[src/rtl/vehicle_sensor_if.sv]
// Country-road vehicle sensor interface: synchronizes and debounces the loop detector,
// counts queued vehicles and raises the vehicle-waiting request X for the controller.
// Optional build macro: SENSOR_STUCK_DET_EN enables the loop stuck-high fault detector.
module vehicle_sensor_if #(
    parameter int unsigned DEBOUNCE_CYC = 4,
    parameter int unsigned DEPART_CYC   = 3,
    parameter int unsigned MAX_Q        = 15,
    parameter int unsigned STUCK_CYC    = 64
) (
    input  logic       clk,
    input  logic       clear_n,
    input  logic       loop_raw,
    input  logic [1:0] cntry,
    output logic       X,
    output logic [3:0] queue_cnt,
    output logic       ovf,
    output logic       stuck
);

    localparam int unsigned DbW = $clog2(DEBOUNCE_CYC + 1);
    localparam int unsigned TmW = $clog2(DEPART_CYC + 1);

    typedef enum logic [1:0] {StIdle, StWait, StDrain} state_e;

    logic [1:0]     rst_sync_q;
    logic           rst_n;
    logic [1:0]     sync_q;
    logic           loop_s;
    logic           db_q, db_d;
    logic [DbW-1:0] db_cnt_q, db_cnt_d;
    logic           db_prev_q;
    logic           arrival, depart, green;
    logic [3:0]     queue_cnt_q, queue_cnt_d;
    logic           ovf_q, ovf_d;
    logic [TmW-1:0] tmr_q, tmr_d;
    state_e         state_q, state_d;

    // Reset assertion is asynchronous, release is synchronized to clk.
    always_ff @(posedge clk or negedge clear_n) begin
        if (!clear_n) rst_sync_q <= '0;
        else          rst_sync_q <= {rst_sync_q[0], 1'b1};
    end
    assign rst_n = rst_sync_q[1];

    // Two-flop synchronizer for the asynchronous loop detector.
    always_ff @(posedge clk or negedge rst_n) begin
        if (!rst_n) sync_q <= '0;
        else        sync_q <= {sync_q[0], loop_raw};
    end
    assign loop_s = sync_q[1];

    // Debounce: toggle only after DEBOUNCE_CYC consecutive disagreeing samples.
    always_comb begin
        db_d     = db_q;
        db_cnt_d = '0;
        if (loop_s != db_q) begin
            if (db_cnt_q == DbW'(DEBOUNCE_CYC - 1)) db_d = ~db_q;
            else                                    db_cnt_d = db_cnt_q + 1'b1;
        end
    end

    assign arrival = db_q & ~db_prev_q;
    assign green   = (cntry == 2'd2);
    assign depart  = (state_q == StDrain) && (tmr_q == TmW'(DEPART_CYC - 1)) &&
                     (queue_cnt_q != '0);

    // Queue count: coincident arrival and departure cancel; saturate at MAX_Q.
    always_comb begin
        queue_cnt_d = queue_cnt_q;
        ovf_d       = ovf_q;
        if (arrival && !depart) begin
            if (queue_cnt_q == 4'(MAX_Q)) ovf_d = 1'b1;
            else                          queue_cnt_d = queue_cnt_q + 4'd1;
        end else if (depart && !arrival) begin
            queue_cnt_d = queue_cnt_q - 4'd1;
        end
    end

    // Service FSM; the departure timer only runs while staying in DRAIN.
    always_comb begin
        state_d = state_q;
        tmr_d   = '0;
        unique case (state_q)
            StIdle:  if (arrival) state_d = StWait;
            StWait:  if (green) state_d = StDrain;
            StDrain: begin
                if (queue_cnt_d == '0)  state_d = StIdle;
                else if (!green)        state_d = StWait;
                else                    tmr_d = depart ? '0 : tmr_q + 1'b1;
            end
            default: state_d = StIdle;
        endcase
    end

    // State registers.
    always_ff @(posedge clk or negedge rst_n) begin
        if (!rst_n) begin
            db_q        <= 1'b0;
            db_cnt_q    <= '0;
            db_prev_q   <= 1'b0;
            queue_cnt_q <= '0;
            ovf_q       <= 1'b0;
            tmr_q       <= '0;
            state_q     <= StIdle;
        end else begin
            db_q        <= db_d;
            db_cnt_q    <= db_cnt_d;
            db_prev_q   <= db_q;
            queue_cnt_q <= queue_cnt_d;
            ovf_q       <= ovf_d;
            tmr_q       <= tmr_d;
            state_q     <= state_d;
        end
    end

`ifdef SENSOR_STUCK_DET_EN
    localparam int unsigned StW = $clog2(STUCK_CYC + 1);

    logic [StW-1:0] stuck_cnt_q, stuck_cnt_d;
    logic           stuck_q, stuck_d;

    // Count consecutive debounced-high cycles; flag is sticky until reset.
    always_comb begin
        stuck_cnt_d = '0;
        stuck_d     = stuck_q;
        if (db_q) begin
            if (stuck_cnt_q == StW'(STUCK_CYC - 1)) begin
                stuck_d     = 1'b1;
                stuck_cnt_d = stuck_cnt_q;
            end else begin
                stuck_cnt_d = stuck_cnt_q + 1'b1;
            end
        end
    end

    // Stuck detector registers.
    always_ff @(posedge clk or negedge rst_n) begin
        if (!rst_n) begin
            stuck_cnt_q <= '0;
            stuck_q     <= 1'b0;
        end else begin
            stuck_cnt_q <= stuck_cnt_d;
            stuck_q     <= stuck_d;
        end
    end

    assign stuck = stuck_q;
`else
    logic unused_stuck_cyc;
    assign unused_stuck_cyc = ^STUCK_CYC;
    assign stuck            = 1'b0;
`endif

    // A stuck loop forces a request so the country road is never starved.
    assign X         = (queue_cnt_q != '0) | stuck;
    assign queue_cnt = queue_cnt_q;
    assign ovf       = ovf_q;

endmodule

[config.mk]
export PLATFORM = sky130hd
export DESIGN_NAME = vehicle_sensor_if
export DESIGN_NICKNAME = d
export VERILOG_FILES = /design/src/rtl/vehicle_sensor_if.sv
export SDC_FILE = /design/constraint.sdc
export NUM_CORES = 1
export LEC_CHECK = 0
export ABC_AREA = 1
export BUFFER_PORTS_ARGS = -buffer_cell sky130_fd_sc_hd__buf_2
export CORE_MARGIN = 2
export CORE_UTILIZATION = 37
export CTS_CLUSTER_DIAMETER = 30
export DETAILED_ROUTE_END_ITERATION = 8
export GPL_TIMING_DRIVEN = 0
export PLACE_DENSITY = 0.53
export RECOVER_POWER = 100
export SKIP_LAST_GASP = 1
export SYNTH_ARGS = -nofsm -noshare
export SYNTH_HDL_FRONTEND = slang
export SYNTH_SLANG_ARGS = --single-unit
export TNS_END_PERCENT = 10
[constraint.sdc]
create_clock -name clk -period 1.2 [get_ports clk]
set_input_delay 0.06 -clock clk [delete_from_list [all_inputs] [get_ports clk]]
set_output_delay 0.06 -clock clk [all_outputs]
set_load 0.05 [all_outputs]
==> impl_metrics.yaml <==
critical_path:
  cp.arrival_ps: 1950
  worst_setup_path_start_kind: "flip-flop"
  critPathKind: "reg -> reg"
  reg2reg_from: "queue_cnt[0]$_DFF_PN0_"
  critPathCaptureType: "flip-flop"
  cp_max_fo: 5
  worstSetupStartpoint: "queue_cnt[0]$_DFF_PN0_"
  cp.required_ps: 1420
sta:
  worstMarginPinSlew_ps: 621
  period_needed_ps: 1730
  drv_slew: 0
  fmax_mhz: 579
  skew_ps: 2.84
  timing.final.ws_setup_ps: -529
  hold_violations: 0
  rsz0062_at_grt: "true"
  finalSetupViolations: 10
  relSlewSlack: 0.586
  period_share: 1.44
  hold_ws_ps: 74.3
synth:
  synth_cell_types: 27
  yosys.area_share.adder: 0.0481
  synth-simple-area-share: 0.345
  synthTopCellsByArea: "dfrtp_1, nand2_1, nand3_4"
  synth_seq_cells: 18
  synth_ff_type: "dfrtp_1"
  muxShareOfSynthArea: 0
  async_flop_share: 1.00
  syn_area_per_cell_um2: 9.20
  yosys.area.top_type: "dfrtp_1"
  synth_xor_area_frac: 0.0337
  synth-compound-area-share: 0.0493
  post-synth-top-count-cell: "nand2_1"
  synth_nets: 122
  synth_top_cell_area_share: 0.433
  ys_top_cells_by_count: "nand2_1, dfrtp_1, inv_1, nand3_1, nor2_1"
  syn_inst: 113
  yosys_warnings: 0
  synth_edf_count: 0
  netlist_area_um2: 1040
  synth_top_family_by_area: "simple AND/OR/NAND/NOR gates"
  seq_area_frac_synth: 0.433
drt:
  viasPerCell: 4.69
  antenna_left: 0
  num_vias: 792
  drcViolationCount: 0
  routed_wl_um: 1750
  drtIter0Drc: 22
  avgRoutedWirePerCell_um: 10.3
  drtPass1Iterations: 4
global_routing:
  grt-ovfl-total: 0
  first_global_vias: 776
  antenna_found_initial: 0
  grt_usage: 0.127
  grt_max_degree: 17
  grt_pass1_wl_um: 3190
floorplan:
  dieArea_um2: 3250
  die_y_um: 57.0
  ios: 12
  fp-row-count: 19
  coreArea_um2: 2710
  die_w_um: 57.0
  initial_core_util: 0.384
power:
  ir_drop_mv: 1.73
  power_leakage_nw: 0.636
  power_density_nw_per_um2: 2600
clocking:
  path_clk_slew_ps: 90
  clk_path_buf_depth: 2
  cts_tree: "built"
  clk_latency_ps: 280
  clock-sinks: 18
  cts_htree_levels: 1
  cts_buffers: 3
  cts_root_buffer: "clkbuf_4"
flow_run:
  cap_violations: 0
outcome:
  violations: "setup timing"
  status: "finished, violations left"
placed_design:
  post-place-ws_ps: -545
  place_inst: 154
  globalplace.congestion: 0.769
  io_buffers: 10
  postPlaceCellArea_um2: 1150
  dpl.hpwl_um: 1370
layout:
  drive_gt1_frac: 0.464
  nNetsFinal: 148
  final_core_util: 0.479
  instances_no_fill: 169
  areaGrowthSynthToFinish_pct: 24.8
  diodes: 0
  fin_area_um2: 1300
min_path:
  min_path_type: "in -> reg"
  min_from: "cntry[0]"
what timing repair did:
item / in CTS / in global routing
endpoints found under the hold margin: 3 / 0
pin swaps: 6 / 4
gates resized for setup: 3 / 5
endpoints found under the setup margin: 9 / 11
setup buffers: 6 / 3
hold buffers: 2 / 0
layout make-up:
| cell class | instances | area [um^2] |
|---|---|---|
| Buffer | 2 | 18.8 |
| Clock buffer | 4 | 36.3 |
| Timing Repair Buffer | 21 | 140 |
| Multi-Input combinational cell | 77 | 538 |
| Fill cell | 279 | 1410 |
| Inverter | 16 | 70.1 |
| Tap cell | 31 | 38.8 |
| Sequential cell | 18 | 455 |
routing by layer:
layer,vias up,GRT usage,wire length [um]
li1,401,-,-
met2,16,0.210,885
met4,0,0.0698,43
met5,-,0,0
met3,4,0.0272,47
met1,371,0.153,771
cells by family (layout without fill, tap and decap cells):
family | count (synthesis) | count (layout)
other cells | 2 | 2
xor+xnor | 4 | 4
buf+inv | 18 | 43
fa+ha+maj | 4 | 4
flops | 18 | 18
compound gates | 7 | 7
simple gates | 60 | 60
flip-flops by register name (all words and copies together) (netlist names):
signal,flops
db_prev_q,1
queue_cnt,4
tmr_q,2
ovf,1
db_cnt_q,3
rst_sync_q,2
db_q,1
state_q,2
sync_q,2
final timing paths:
kind                            slack (ps)                 endpoint  cells past startpoint
worst min-delay path                    70       tmr_q[1]$_DFF_PN0_                      4
worst max-delay path                  -530   state_q[0]$_DFFE_PN0P_                     14
worst max register to register        -530   state_q[0]$_DFFE_PN0P_                     14
worst min register to register         260    db_cnt_q[1]$_DFF_PN0_                      0
min in group asynchronous               90  rst_sync_q[1]$_DFF_PN0_                      2
max in group asynchronous              510   queue_cnt[2]$_DFF_PN0_                      0
per-stage QoR:
step,power (mW),setup TNS [ps]
3_3_place_gp,2.77,-2370
6_report,3.37,-3110
2_1_floorplan,2.48,-3700
4_1_cts,3.33,-2880
3_5_place_dp,2.81,-2580
5_1_grt,3.65,-4080
placed cells by master (no fill, tap or decap), types with 2 or more instances in the layout:
cell,n
clkbuf_4,3
nor2_1,7
inv_2,6
conb_1,2
xor2_1,3
inv_4,2
nand2_4,3
o21ai_2,2
nand3_2,2
nand2_1,19
o21ai_0,2
nand3_4,3
dfrtp_2,4
dlygate4sd3_1,2
buf_4,9
nor2_4,4
clkbuf_2,4
nand2_2,8
ha_1,2
inv_1,7
nand3_1,7
buf_2,5
buf_6,2
dfrtp_1,14
nor3_1,3
critical path: stages (launching register included):
cell	delay, ps
dfrtp_2	420
inv_4	50
ha_4	160
buf_6	110
nand3_4	100
nand3_4	100
nand2_2	60
nand2_1	70
nand2_1	80
nand2_2	70
nor2_4	130
nand2_2	70
nand2_4	80
nand2_2	60
o21bai_2	90
report_power, final:
part	internal, mW	total (mW)	switching, mW
Clock	0.185	0.353	0.169
Combinational	0.800	2.07	1.27
Sequential	0.787	0.951	0.164
Total	1.77	3.37	1.60
(Power assumes the default switching activity.)
